--- src/rtl/uart_tx_sched_pkg.sv ---
// rtl/uart_tx_sched_pkg.sv - shared state encoding and frame constants for the UART transmit scheduler
package uart_tx_sched_pkg;

    typedef enum logic [1:0] {
        ST_IDLE  = 2'd0,
        ST_LOAD  = 2'd1,
        ST_SHIFT = 2'd2
    } state_t;

    localparam logic [7:0] ASCII_LF = 8'h0A;

    localparam int FRAME_BITS_BASE   = 10;
    localparam int FRAME_BITS_PARITY = 11;

endpackage

--- src/rtl/uart_tx_serializer.sv ---
// rtl/uart_tx_serializer.sv - one-byte UART frame shifter with latched divisor; UART_TX_SCHED_PARITY_EN adds even parity
module uart_tx_serializer
    import uart_tx_sched_pkg::*;
#(
    parameter int DIV_W = 16
) (
    input  logic             clk,
    input  logic             reset,
    input  logic             load,
    input  logic [7:0]       data,
    input  logic [DIV_W-1:0] div,
    output logic             tx,
    output logic             busy,
    output logic             done
);

`ifdef UART_TX_SCHED_PARITY_EN
    localparam int FRAME_BITS = FRAME_BITS_PARITY;
    logic [FRAME_BITS-1:0] frame;
    assign frame = {1'b1, ^data, data, 1'b0};
`else
    localparam int FRAME_BITS = FRAME_BITS_BASE;
    logic [FRAME_BITS-1:0] frame;
    assign frame = {1'b1, data, 1'b0};
`endif

    logic [FRAME_BITS-1:0] shreg;
    logic [DIV_W-1:0]      div_lat;
    logic [DIV_W-1:0]      div_cnt;
    logic [3:0]            bit_cnt;
    logic                  busy_r;
    logic                  bit_end;

    assign bit_end = (div_cnt == div_lat);
    // Last cycle of the stop bit; the scheduler leaves SHIFT on this strobe.
    assign done    = busy_r && bit_end && (bit_cnt == 4'(FRAME_BITS - 1));
    assign tx      = busy_r ? shreg[0] : 1'b1;
    assign busy    = busy_r;

    always_ff @(posedge clk) begin
        if (reset) begin
            busy_r  <= 1'b0;
            shreg   <= '1;
            div_lat <= '0;
            div_cnt <= '0;
            bit_cnt <= '0;
        end else if (load) begin
            busy_r  <= 1'b1;
            shreg   <= frame;
            div_lat <= div;
            div_cnt <= '0;
            bit_cnt <= '0;
        end else if (busy_r) begin
            if (bit_end) begin
                div_cnt <= '0;
                shreg   <= {1'b1, shreg[FRAME_BITS-1:1]};
                bit_cnt <= bit_cnt + 4'd1;
                if (done) begin
                    busy_r <= 1'b0;
                end
            end else begin
                div_cnt <= div_cnt + 1'b1;
            end
        end
    end

endmodule

--- src/rtl/uart_tx_sched.sv ---
// rtl/uart_tx_sched.sv - round-robin UART transmit scheduler with line lock and lock timeout; UART_TX_SCHED_PARITY_EN selects parity frames
module uart_tx_sched
    import uart_tx_sched_pkg::*;
#(
    parameter  int NUM_REQ  = 3,
    parameter  int DIV_W    = 16,
    parameter  int LOCK_TMO = 64,
    localparam int GW       = (NUM_REQ > 1) ? $clog2(NUM_REQ) : 1
) (
    input  logic                 clk,
    input  logic                 reset,
    input  logic [NUM_REQ-1:0]   req_valid,
    input  logic [8*NUM_REQ-1:0] req_data,
    output logic [NUM_REQ-1:0]   req_ready,
    input  logic [DIV_W-1:0]     baud_div,
    output logic                 tx,
    output logic                 busy,
    output logic [GW-1:0]        grant_id
);

    localparam int TW = $clog2(LOCK_TMO + 1);

    state_t             state;
    state_t             state_nxt;
    logic [GW-1:0]      rr_ptr;
    logic [GW-1:0]      cand;
    logic [GW-1:0]      pick;
    logic               locked;
    logic [GW-1:0]      lock_id;
    logic [DIV_W-1:0]   tmo_div;
    logic [TW-1:0]      tmo_cnt;
    logic [NUM_REQ-1:0] elig;
    logic [7:0]         grant_data;
    logic               accept;
    logic               ser_done;

    assign elig       = locked ? (req_valid & (NUM_REQ'(1) << lock_id)) : req_valid;
    assign grant_data = req_data[8*int'(cand) +: 8];
    assign accept     = (state == ST_LOAD) && req_valid[cand];
    assign req_ready  = accept ? (NUM_REQ'(1) << cand) : '0;

    always_comb begin
        int  idx;
        logic found;
        pick  = '0;
        found = 1'b0;
        for (int k = 0; k < NUM_REQ; k++) begin
            idx = (int'(rr_ptr) + k) % NUM_REQ;
            if (!found && elig[idx]) begin
                found = 1'b1;
                pick  = GW'(idx);
            end
        end
    end

    always_ff @(posedge clk) begin
        if (reset) begin
            state <= ST_IDLE;
        end else begin
            state <= state_nxt;
        end
    end

    always_comb begin
        state_nxt = state;
        case (state)
            ST_IDLE:  if (|elig) state_nxt = ST_LOAD;
            ST_LOAD:  state_nxt = accept ? ST_SHIFT : ST_IDLE;
            ST_SHIFT: if (ser_done) state_nxt = ST_IDLE;
            default:  state_nxt = ST_IDLE;
        endcase
    end

    // Grant pointer and lock only move on a real accept, so a withdrawn request leaves them untouched.
    always_ff @(posedge clk) begin
        if (reset) begin
            rr_ptr   <= '0;
            cand     <= '0;
            grant_id <= '0;
            locked   <= 1'b0;
            lock_id  <= '0;
            tmo_div  <= '0;
            tmo_cnt  <= '0;
        end else begin
            if (state == ST_IDLE && |elig) begin
                cand <= pick;
            end
            if (accept) begin
                grant_id <= cand;
                rr_ptr   <= (cand == GW'(NUM_REQ - 1)) ? '0 : cand + 1'b1;
                locked   <= (grant_data != ASCII_LF);
                lock_id  <= cand;
            end
            if (state == ST_IDLE && locked && !req_valid[lock_id]) begin
                if (tmo_div == baud_div) begin
                    tmo_div <= '0;
                    if (tmo_cnt == TW'(LOCK_TMO - 1)) begin
                        tmo_cnt <= '0;
                        locked  <= 1'b0;
                    end else begin
                        tmo_cnt <= tmo_cnt + 1'b1;
                    end
                end else begin
                    tmo_div <= tmo_div + 1'b1;
                end
            end else begin
                tmo_div <= '0;
                tmo_cnt <= '0;
            end
        end
    end

    uart_tx_serializer #(
        .DIV_W (DIV_W)
    ) u_ser (
        .clk   (clk),
        .reset (reset),
        .load  (accept),
        .data  (grant_data),
        .div   (baud_div),
        .tx    (tx),
        .busy  (busy),
        .done  (ser_done)
    );

endmodule

--- config.mk ---
export PLATFORM = sky130hd
export DESIGN_NAME = uart_tx_sched
export DESIGN_NICKNAME = d
export VERILOG_FILES = /design/src/rtl/uart_tx_sched_pkg.sv /design/src/rtl/uart_tx_serializer.sv /design/src/rtl/uart_tx_sched.sv
export SDC_FILE = /design/constraint.sdc
export NUM_CORES = 1
export LEC_CHECK = 0
export ABC_AREA = 1
export BUFFER_PORTS_ARGS = -buffer_cell sky130_fd_sc_hd__buf_2
export CORE_AREA = 2 2 96 98
export CTS_BUF_LIST = sky130_fd_sc_hd__clkbuf_16
export DETAILED_ROUTE_END_ITERATION = 16
export DIE_AREA = 0 0 98 100
export GPL_ROUTABILITY_DRIVEN = 0
export PLACE_DENSITY = 0.74
export SYNTH_ARGS = -nofsm -noshare
export SYNTH_HDL_FRONTEND = slang
export SYNTH_HIERARCHICAL = 1
export SYNTH_SLANG_ARGS = --single-unit
--- constraint.sdc ---
create_clock -name clk -period 2 [get_ports clk]
set_input_delay 0.2 -clock clk [delete_from_list [all_inputs] [get_ports clk]]
set_output_delay 0.2 -clock clk [all_outputs]
set_load 0.1 [all_outputs]
==> results of run 1 <==
registers in the layout, summed over array words and instances (netlist names):
register / count
cand: 2
lock_id: 2
locked: 1
rr_ptr: 2
state: 2
tmo_cnt: 7
tmo_div: 16
u_ser/bit_cnt: 4
u_ser/busy: 1
u_ser/div_cnt: 16
u_ser/div_lat: 16
u_ser/shreg: 9
worst max-delay path: cells and delay by family, from the launching register on:
family                 cells  cell delay, ns
buffers and inverters      4            0.56
DFF                        1            0.32
and+or+nand+nor            5            0.48
what timing repair did:
action                     in CTS  in global routing
buffers inserted                0                  1
setup endpoints to repair       3                 14
resized for setup               5                  4
layer usage:
metal / wire length [µm] / part of all wire, %
met1: 4860 / 44
met2: 5400 / 49
met3: 559 / 5.1
met4: 191 / 1.7
met5: 0 / 0
final timing paths:
path                                                     from                             end  slack [ns]  depth (start not counted)
worst max-delay path                     cand[0]$_SDFFE_PP0P_                    req_ready[1]        0.09                          9
worst min-delay path                             baud_div[13]  u_ser/div_lat[13]$_SDFFE_PP0P_        0.17                          3
worst max register to register  u_ser/div_cnt[6]$_SDFFE_PP0P_  u_ser/div_cnt[14]$_SDFFE_PP0P_        0.17                          9
worst min register to register        tmo_cnt[6]$_SDFFE_PP0N_         tmo_cnt[6]$_SDFFE_PP0N_        0.46                          2
logic make-up (layout without fill, tap and decap cells):
| kind of cell | Yosys count | after routing | synth area share [%] |
|---|---|---|---|
| and+or+nand+nor | 373 | 373 | 37.6 |
| buffers and inverters | 119 | 180 | 10.5 |
| AOI/OAI and AO/OA | 82 | 82 | 9.31 |
| DFF | 78 | 78 | 34.4 |
| xor gates and xnor gates | 31 | 31 | 5.97 |
| adders and majority gates | 8 | 8 | 2.20 |
cell type report:
cell class / count / area, µm² / share of cell area, %
clock buffers: 9 / 225 / 4.25
well taps: 111 / 139 / 2.62
multi-input cells: 494 / 2520 / 47.5
inverters: 104 / 399 / 7.53
flip-flops and latches: 78 / 1570 / 29.5
repair buffers: 61 / 375 / 7.08
clock inverters: 6 / 78.8 / 1.49
stage by stage:
step	TNS, ns	hold WS, ns	cells	setup slack (ns)	power [mW]
global placement	0	0.452	847	0.153	3.07
CTS	-0.00755	0.170	862	-0.00755	4.83
floorplan	-0.127	0.391	691	-0.0613	2.77
global route	-0.00257	0.192	863	-0.00147	5.10
finish	0	0.167	863	0.0927	4.84
detailed placement	0	0.455	847	0.0534	3.11
Yosys cell counts (2+ instances only):
cell,count
a21oi_1,45
a21oi_2,2
and3_1,2
buf_2,3
clkbuf_1,8
dfxtp_1,78
ha_1,8
inv_1,88
inv_2,14
nand2_1,168
nand2_2,2
nand2_4,2
nand3_1,56
nand3_2,2
nand4_1,18
nor2_1,76
nor2_2,14
nor2_4,6
nor3_1,16
o21ai_0,32
or2_2,3
xnor2_1,16
xor2_1,15
power groups by stage:
stage | Clock [mW] | Combinational, mW | Sequential, mW
2_1_floorplan | 0 | 0.935 | 1.83
3_3_place_gp | 0 | 1.26 | 1.81
3_5_place_dp | 0 | 1.30 | 1.81
4_1_cts | 1.72 | 1.32 | 1.78
5_1_grt | 1.80 | 1.50 | 1.80
6_report | 1.70 | 1.35 | 1.79
==> flow_metrics.tcl, run 1 <==
set metrics [dict create \
    insertion_delay_ns 0.34 \
    ys_warn_count 6 \
    use_met1_pct 29.0 \
    critPathKind "reg2out" \
    crit_required_ns 1.80 \
    min_path_type "in2reg" \
    worstMarginPinSlew_ns 0.495 \
    wl_per_cell_um 12.8 \
    final_common_cell "nand2_1" \
    crit_path_max_fanout 8 \
    fmax_mhz 524 \
    switching_power_mw 1.61 \
    dieArea_mm2 0.00980 \
    insertedDiodeCount 0 \
    syn-num-nets 744 \
    nFillCells 816 \
    grt.busiest_layer "met2" \
    period_share_pct 95.4 \
    p_per_area_mw_per_mm2 912 \
    p_sw_share_pct 33.3 \
    syn_inst 691 \
    cts_sinks 78 \
    antenna_found_initial 0 \
    fin_area_mm2 0.00530 \
    die_h_um 100 \
    netlist.area_leader.share_pct 34.4 \
    grt_pass1_vias 4293 \
    num_rows 35 \
    p_int_mw 3.23 \
    p_clk_share_pct 35.1 \
    start_util_pct 51.1 \
    synth_top_area_cell "dfxtp_1" \
    cts_made_buffers 9 \
    grt_first_pass_wirelength_mm 19.0 \
    drc 0 \
    combPwrFrac_pct 27.9 \
    ant_nets 0 \
    seqPwrFrac_pct 36.9 \
    critPathMaxStageDelay_ns 0.32 \
    grt_max_degree 34 \
    path_cells "inv_2 > nand2_2 > inv_4 > nand2_1 > nand3_1 > nand3_2 > buf_4 > nor2_4 > buf_12" \
    post_route_cells_drive_above_1_share_pct 17.7 \
    io_buffers 51 \
    synth_ff_type "dfxtp_1" \
    maxSlewViolCount 0 \
    clkSlewWorstSetupHoldPaths_ns 0.06 \
    dpl.hpwl_mm 8.32 \
    cellLeakagePower_nw 2.34 \
    clk_path_buf_depth 2 \
    wl_mm 11.0 \
    dpl-instance-area_mm2 0.00497 \
    via_per_inst 5.21 \
    peakVddDrop_mv 0.475 \
    relSlewSlack_pct 66.9 \
    status "finished clean" \
    yosysSeqAreaShare_pct 34.4 \
    grt_overflow 0 \
    crit_path_end_kind "output pin" \
    netlist_top_cells_area "dfxtp_1 (34%), nand2_1 (14%), inv_1 (7.3%), nor2_1 (6.3%), nand3_1 (6.2%)" \
    setup_viol 0 \
    first_iter_violations 291 \
    arrival_ns 1.71 \
    first_pass_iters 5 \
    area_growth_pct 16.7 \
    finish.net_count 801 \
    fin_skew_ns 0.00740 \
    cts_tree "built" \
    use_met2_pct 40.7 \
    cts-root-buf "clkbuf_16" \
    slowest_stage "dfxtp_1" \
    ios 52 \
    ctsHoldBuffers 0 \
    min_period_ns 1.91 \
    grt_use_total_pct 23.4 \
    synth_edf_count 0 \
    die_w_um 98 \
    vias 4497 \
    layout_common_cells "nand2_1 (167), inv_1 (87), dfxtp_1 (75)" \
    ys_types 40 \
    critPathLaunchType "flip-flop" \
    cts-htree-levels 3 \
    avgSynthCellArea_um2 6.58 \
    synth.cell_area_mm2 0.00454 \
    synth_seq_cells 78 \
    hold_violations 0 \
    fin_util_pct 59.7 \
    async_flop_share_pct 0 \
    grt_util_met3_pct 5.01 \
    drv_cap 0 \
    core_mm2 0.00889 \
]
(Power assumes the default switching activity.)
==> run 2, diff against run 1 <==
--- a/config.mk
+++ b/config.mk
@@ -13,6 +13,7 @@
 export DIE_AREA = 0 0 98 100
 export GPL_ROUTABILITY_DRIVEN = 0
 export PLACE_DENSITY = 0.74
+export RECOVER_POWER = 25
 export SYNTH_ARGS = -nofsm -noshare
 export SYNTH_HDL_FRONTEND = slang
 export SYNTH_HIERARCHICAL = 1
==> flow_metrics.tcl, run 2 (synthesized netlist as in run 1, its figures left out) <==
set metrics [dict create \
    fin_area_mm2 0.00529 \
    post_route_cells_drive_above_1_share_pct 17.0 \
    r2r-end "u_ser/div_cnt[14]$_SDFFE_PP0P_" \
    ios 52 \
    critPathTopFamily "buffers and inverters" \
    fin_tns_setup_ns 0 \
    peakVddDrop_mv 0.476 \
    die_w_um 98 \
    slowest_stage "dfxtp_1" \
    regArea_mm2 0.00156 \
    cts_tree "built" \
    hold_depth 3 \
    grt_use_total_pct 23.4 \
    ant_nets 0 \
    drv_cap 0 \
    arrival_ns 1.70 \
    finalPower_mw 4.84 \
    start_util_pct 51.1 \
    worstMarginPinSlew_ns 0.543 \
    reg2reg_slack_ns 0.17 \
    min_from "baud_div[13]" \
    clkSlewWorstSetupHoldPaths_ns 0.06 \
    fin_skew_ns 0.00728 \
    first_pass_iters 5 \
    use_met1_pct 29.0 \
    critPathLaunchType "flip-flop" \
    cts-htree-levels 3 \
    die_h_um 100 \
    path_cells "inv_2 > nand2_2 > inv_4 > nand2_1 > nand3_1 > nand3_2 > buf_4 > nor2_4 > buf_12" \
    wl_mm 11.0 \
    area_growth_pct 16.4 \
    use_met2_pct 40.7 \
    grt_util_met3_pct 5.01 \
    drc 0 \
    dpl.hpwl_mm 8.32 \
    crit_path_max_fanout 8 \
    reg_top3 "tmo_div x16, u_ser/div_cnt x16, u_ser/div_lat x16" \
    wl_per_cell_um 12.8 \
    status "finished clean" \
    crit_required_ns 1.80 \
    path_buf_inv 4 \
    insertion_delay_ns 0.34 \
    critPathLaunch "cand[0]$_SDFFE_PP0P_" \
    maxSlewViolCount 0 \
    cts-root-buf "clkbuf_16" \
    grt_overflow 0 \
    via_per_inst 5.22 \
    min_path_type "in2reg" \
    worstReg2RegStart "u_ser/div_cnt[6]$_SDFFE_PP0P_" \
    crit_path_end_kind "output pin" \
    grt_first_pass_wirelength_mm 19.0 \
    min_period_ns 1.90 \
    dpl-instance-area_mm2 0.00497 \
    antenna_found_initial 0 \
    core_mm2 0.00889 \
    cts_sinks 78 \
    nFillCells 821 \
    io_buffers 51 \
    period_share_pct 94.8 \
    rr_worst_depth 9 \
    insertedDiodeCount 0 \
    multiInputGateArea_mm2 0.00251 \
    cellLeakagePower_nw 2.34 \
    grt_max_degree 34 \
    cts_made_buffers 9 \
    clk_path_buf_depth 2 \
    critPathKind "reg2out" \
    dieArea_mm2 0.00980 \
    final_common_cell "nand2_1" \
    grt.busiest_layer "met2" \
    holdPathEnd "u_ser/div_lat[13]$_SDFFE_PP0P_" \
    finish.net_count 801 \
    first_iter_violations 275 \
    p_per_area_mw_per_mm2 915 \
    relSlewSlack_pct 63.9 \
    vias 4509 \
    layout_common_cells "nand2_1 (167), inv_1 (87), nor2_1 (78)" \
    num_rows 35 \
    setup_viol 0 \
    grt_pass1_vias 4293 \
    critPathMaxStageDelay_ns 0.32 \
    fmax_mhz 528 \
    hold_violations 0 \
]
[run 2: cell count changes in the layout (fill, tap and decap cells not counted), sizes merged]
cell    delta
buf        -3
clkbuf     +3
[run 2: area by class of cell]
cell class | instances | area share (%)
timing repair buffer | 61 | 7.10
sequential | 78 | 29.6
clock buffer | 9 | 4.26
multi-input combinational | 494 | 47.4
inverter | 104 | 7.55
tap | 111 | 2.63
clock inverter | 6 | 1.49
[run 2: stage by stage]
step | utilization (%) | std cells | setup WS (ns) | hold slack (ns)
after floorplan | - | 691 | -0.0613 | 0.391
after global placement | 55.9 | 847 | 0.153 | 0.452
after detailed placement | 55.9 | 847 | 0.0534 | 0.455
after CTS | 59.5 | 862 | -0.00755 | 0.170
after global routing | 59.5 | 863 | -0.00147 | 0.192
final | 59.5 | 863 | 0.104 | 0.167
[run 2: layer usage]
layer / part of all wire (%) / vias up
li1: - / 2305
met4: 1.4 / 0
met1: 44 / 2056
met3: 5.3 / 20
met5: 0 / -
met2: 49 / 128
[run 2: worst register-to-register path, cell delays in order, from the launching register on]
cell and delay, ns:
dfxtp_1 0.43, inv_1 0.08, nand2_1 0.06, nand2_1 0.07, nor2_1 0.15, nand2_1 0.13, nor2_4 0.24, nand3_4 0.10
nand3_1 0.36, nor2_1 0.10
[run 2: power by group]
group	internal, mW	switching [mW]
clock	1.07	0.627
combinational	0.457	0.892
sequential	1.70	0.0922
[run 2: worst max-delay path by stage]
stage                                     end  cells past startpoint
5_1_grt                          req_ready[0]                      9
3_3_place_gp   u_ser/div_cnt[14]$_SDFFE_PP0P_                     10
4_1_cts                          req_ready[0]                      9
3_5_place_dp   u_ser/div_cnt[14]$_SDFFE_PP0P_                     10
6_report                         req_ready[0]                      9
2_1_floorplan         lock_id[0]$_SDFFE_PP0P_                      9
[run 2: what timing repair did]
item / in CTS / in global routing
hold buffers: 0 / 0
buffers inserted: 0 / 1
pin swaps: 0 / 0
resized for setup: 5 / 4
setup endpoints to repair: 3 / 14
==> run 3, diff against run 2 <==
--- a/config.mk
+++ b/config.mk
@@ -14,6 +14,8 @@
 export GPL_ROUTABILITY_DRIVEN = 0
 export PLACE_DENSITY = 0.74
 export RECOVER_POWER = 25
+export SETUP_SLACK_MARGIN = 0.4
+export SLEW_MARGIN = 20
 export SYNTH_ARGS = -nofsm -noshare
 export SYNTH_HDL_FRONTEND = slang
 export SYNTH_HIERARCHICAL = 1
==> flow_metrics.tcl, run 3 (synthesized netlist as in run 1, its figures left out) <==
set metrics [dict create \
    seqPwrFrac_pct 36.5 \
    peakVddDrop_mv 0.427 \
    finalPower_mw 4.91 \
    p_clk_share_pct 32.7 \
    reg_top3 "tmo_div x16, u_ser/div_cnt x16, u_ser/div_lat x16" \
    drv_cap 0 \
    fin_tns_setup_ns 0 \
    setup_viol 0 \
    core_mm2 0.00889 \
    antenna_found_initial 1 \
    grt_use_total_pct 22.9 \
    die_h_um 100 \
    min_path_type "in2reg" \
    min_period_ns 1.80 \
    place_ws_ns 0.173 \
    area_growth_pct 28.2 \
    relSlewSlack_pct 22.6 \
    grt.busiest_layer "met2" \
    num_rows 35 \
    worstMarginPinSlew_ns 1.17 \
    period_share_pct 90.1 \
    via_per_inst 5.25 \
    post_route_cells_drive_above_1_share_pct 28.4 \
    drc 0 \
    finish.net_count 825 \
    fmax_mhz 555 \
    start_util_pct 51.1 \
    insertion_delay_ns 0.33 \
    switching_power_mw 1.70 \
    first_iter_violations 233 \
    crit_required_ns 1.80 \
    rsz0062_at_grt "true" \
    p_int_mw 3.21 \
    use_met1_pct 28.2 \
    die_w_um 98 \
    final_common_cell "nand2_1" \
    p_per_area_mw_per_mm2 843 \
    critPathKind "reg2out" \
    ios 52 \
    cts_sinks 78 \
    layout_common_cells "nand2_1 (152), inv_1 (78), nor2_1 (69)" \
    combPwrFrac_pct 30.8 \
    dpl.hpwl_mm 8.02 \
    grt_overflow 0 \
    hold_violations 0 \
    use_met2_pct 40.3 \
    cts-root-buf "clkbuf_16" \
    grt_max_degree 23 \
    cellLeakagePower_nw 2.56 \
    ant_nets 0 \
    finalWorstSetupSlack_ns 0.197 \
    cts_made_buffers 9 \
    dieArea_mm2 0.00980 \
    clk_path_buf_depth 2 \
    arrival_ns 1.60 \
    io_buffers 51 \
    maxSlewViolCount 0 \
    crit_path_max_fanout 5 \
    wl_per_cell_um 13.4 \
    p_sw_share_pct 34.6 \
    clkSlewWorstSetupHoldPaths_ns 0.06 \
    critPathLaunchType "flip-flop" \
    grt_pass1_vias 4331 \
    grt_util_met3_pct 3.41 \
    fin_skew_ns 0.00436 \
    cts_tree "built" \
    grt_first_pass_wirelength_mm 18.8 \
    first_pass_iters 7 \
    vias 4665 \
    wl_mm 11.9 \
    crit_path_end_kind "output pin" \
    status "finished clean" \
    cts-htree-levels 3 \
]
## run 3: area by class of cell
cell class	instances	area, µm²
antenna	1	2.50
clock buffer	9	225
clock inverter	7	63.8
fill	749	3070
inverter	104	432
multi-input combinational	496	2750
sequential	78	1630
tap	111	139
timing repair buffer	82	563
timing repair inverter	1	11.3
## run 3: what timing repair did
action / in CTS / in global routing
pin swaps: 5 / 18
gates cloned: 1 / 2
hold endpoints to repair: 0 / 0
hold buffers: 0 / 0
endpoints found under the setup margin: 54 / 75
setup buffers: 16 / 10
resized for setup: 29 / 95
## run 3: worst max-delay path, cell delays in order, from the launching register on
cell and delay, ns:
dfxtp_4 0.38, inv_4 0.05, nor2_4 0.09, nand2_2 0.06
nand3_2 0.08, nand3_4 0.11, nor2_1 0.27, buf_12 0.22
## run 3: routing by layer
metal	part of all wire, %	wire length (µm)	vias up
met1	42	5020	2170
met3	4.3	510	20
met4	2.2	261	0
met5	0	0	-
li1	-	-	2364
met2	51	6100	111
## run 3: power groups by stage
stage / sequential [mW] / combinational (mW) / clock (mW)
detailed placement: 1.83 / 1.26 / 0
floorplan: 1.84 / 0.986 / 0
finish: 1.79 / 1.51 / 1.61
global placement: 1.83 / 1.23 / 0
global route: 1.81 / 1.69 / 1.69
CTS: 1.80 / 1.42 / 1.62
## run 3: path summary, 6_finish.rpt
path | startpoint | endpoint | slack (ns) | depth (start not counted)
worst min-delay path | baud_div[0] | u_ser/div_lat[0]$_SDFFE_PP0P_ | 0.17 | 3
worst min register to register | tmo_cnt[6]$_SDFFE_PP0N_ | tmo_cnt[6]$_SDFFE_PP0N_ | 0.46 | 2
worst max register to register | u_ser/div_cnt[8]$_SDFFE_PP0P_ | u_ser/bit_cnt[0]$_SDFFE_PP0P_ | 0.29 | 11
worst max-delay path | cand[0]$_SDFFE_PP0P_ | req_ready[1] | 0.20 | 7
## run 3: stage by stage
step	instance area (µm²)	hold WS, ns	instances	util (%)
floorplan	4630	0.390	691	-
global placement	4960	0.450	843	55.8
detailed placement	4960	0.453	843	55.8
CTS	5480	0.171	876	61.6
global route	5820	0.196	889	65.5
finish	5820	0.168	889	65.5
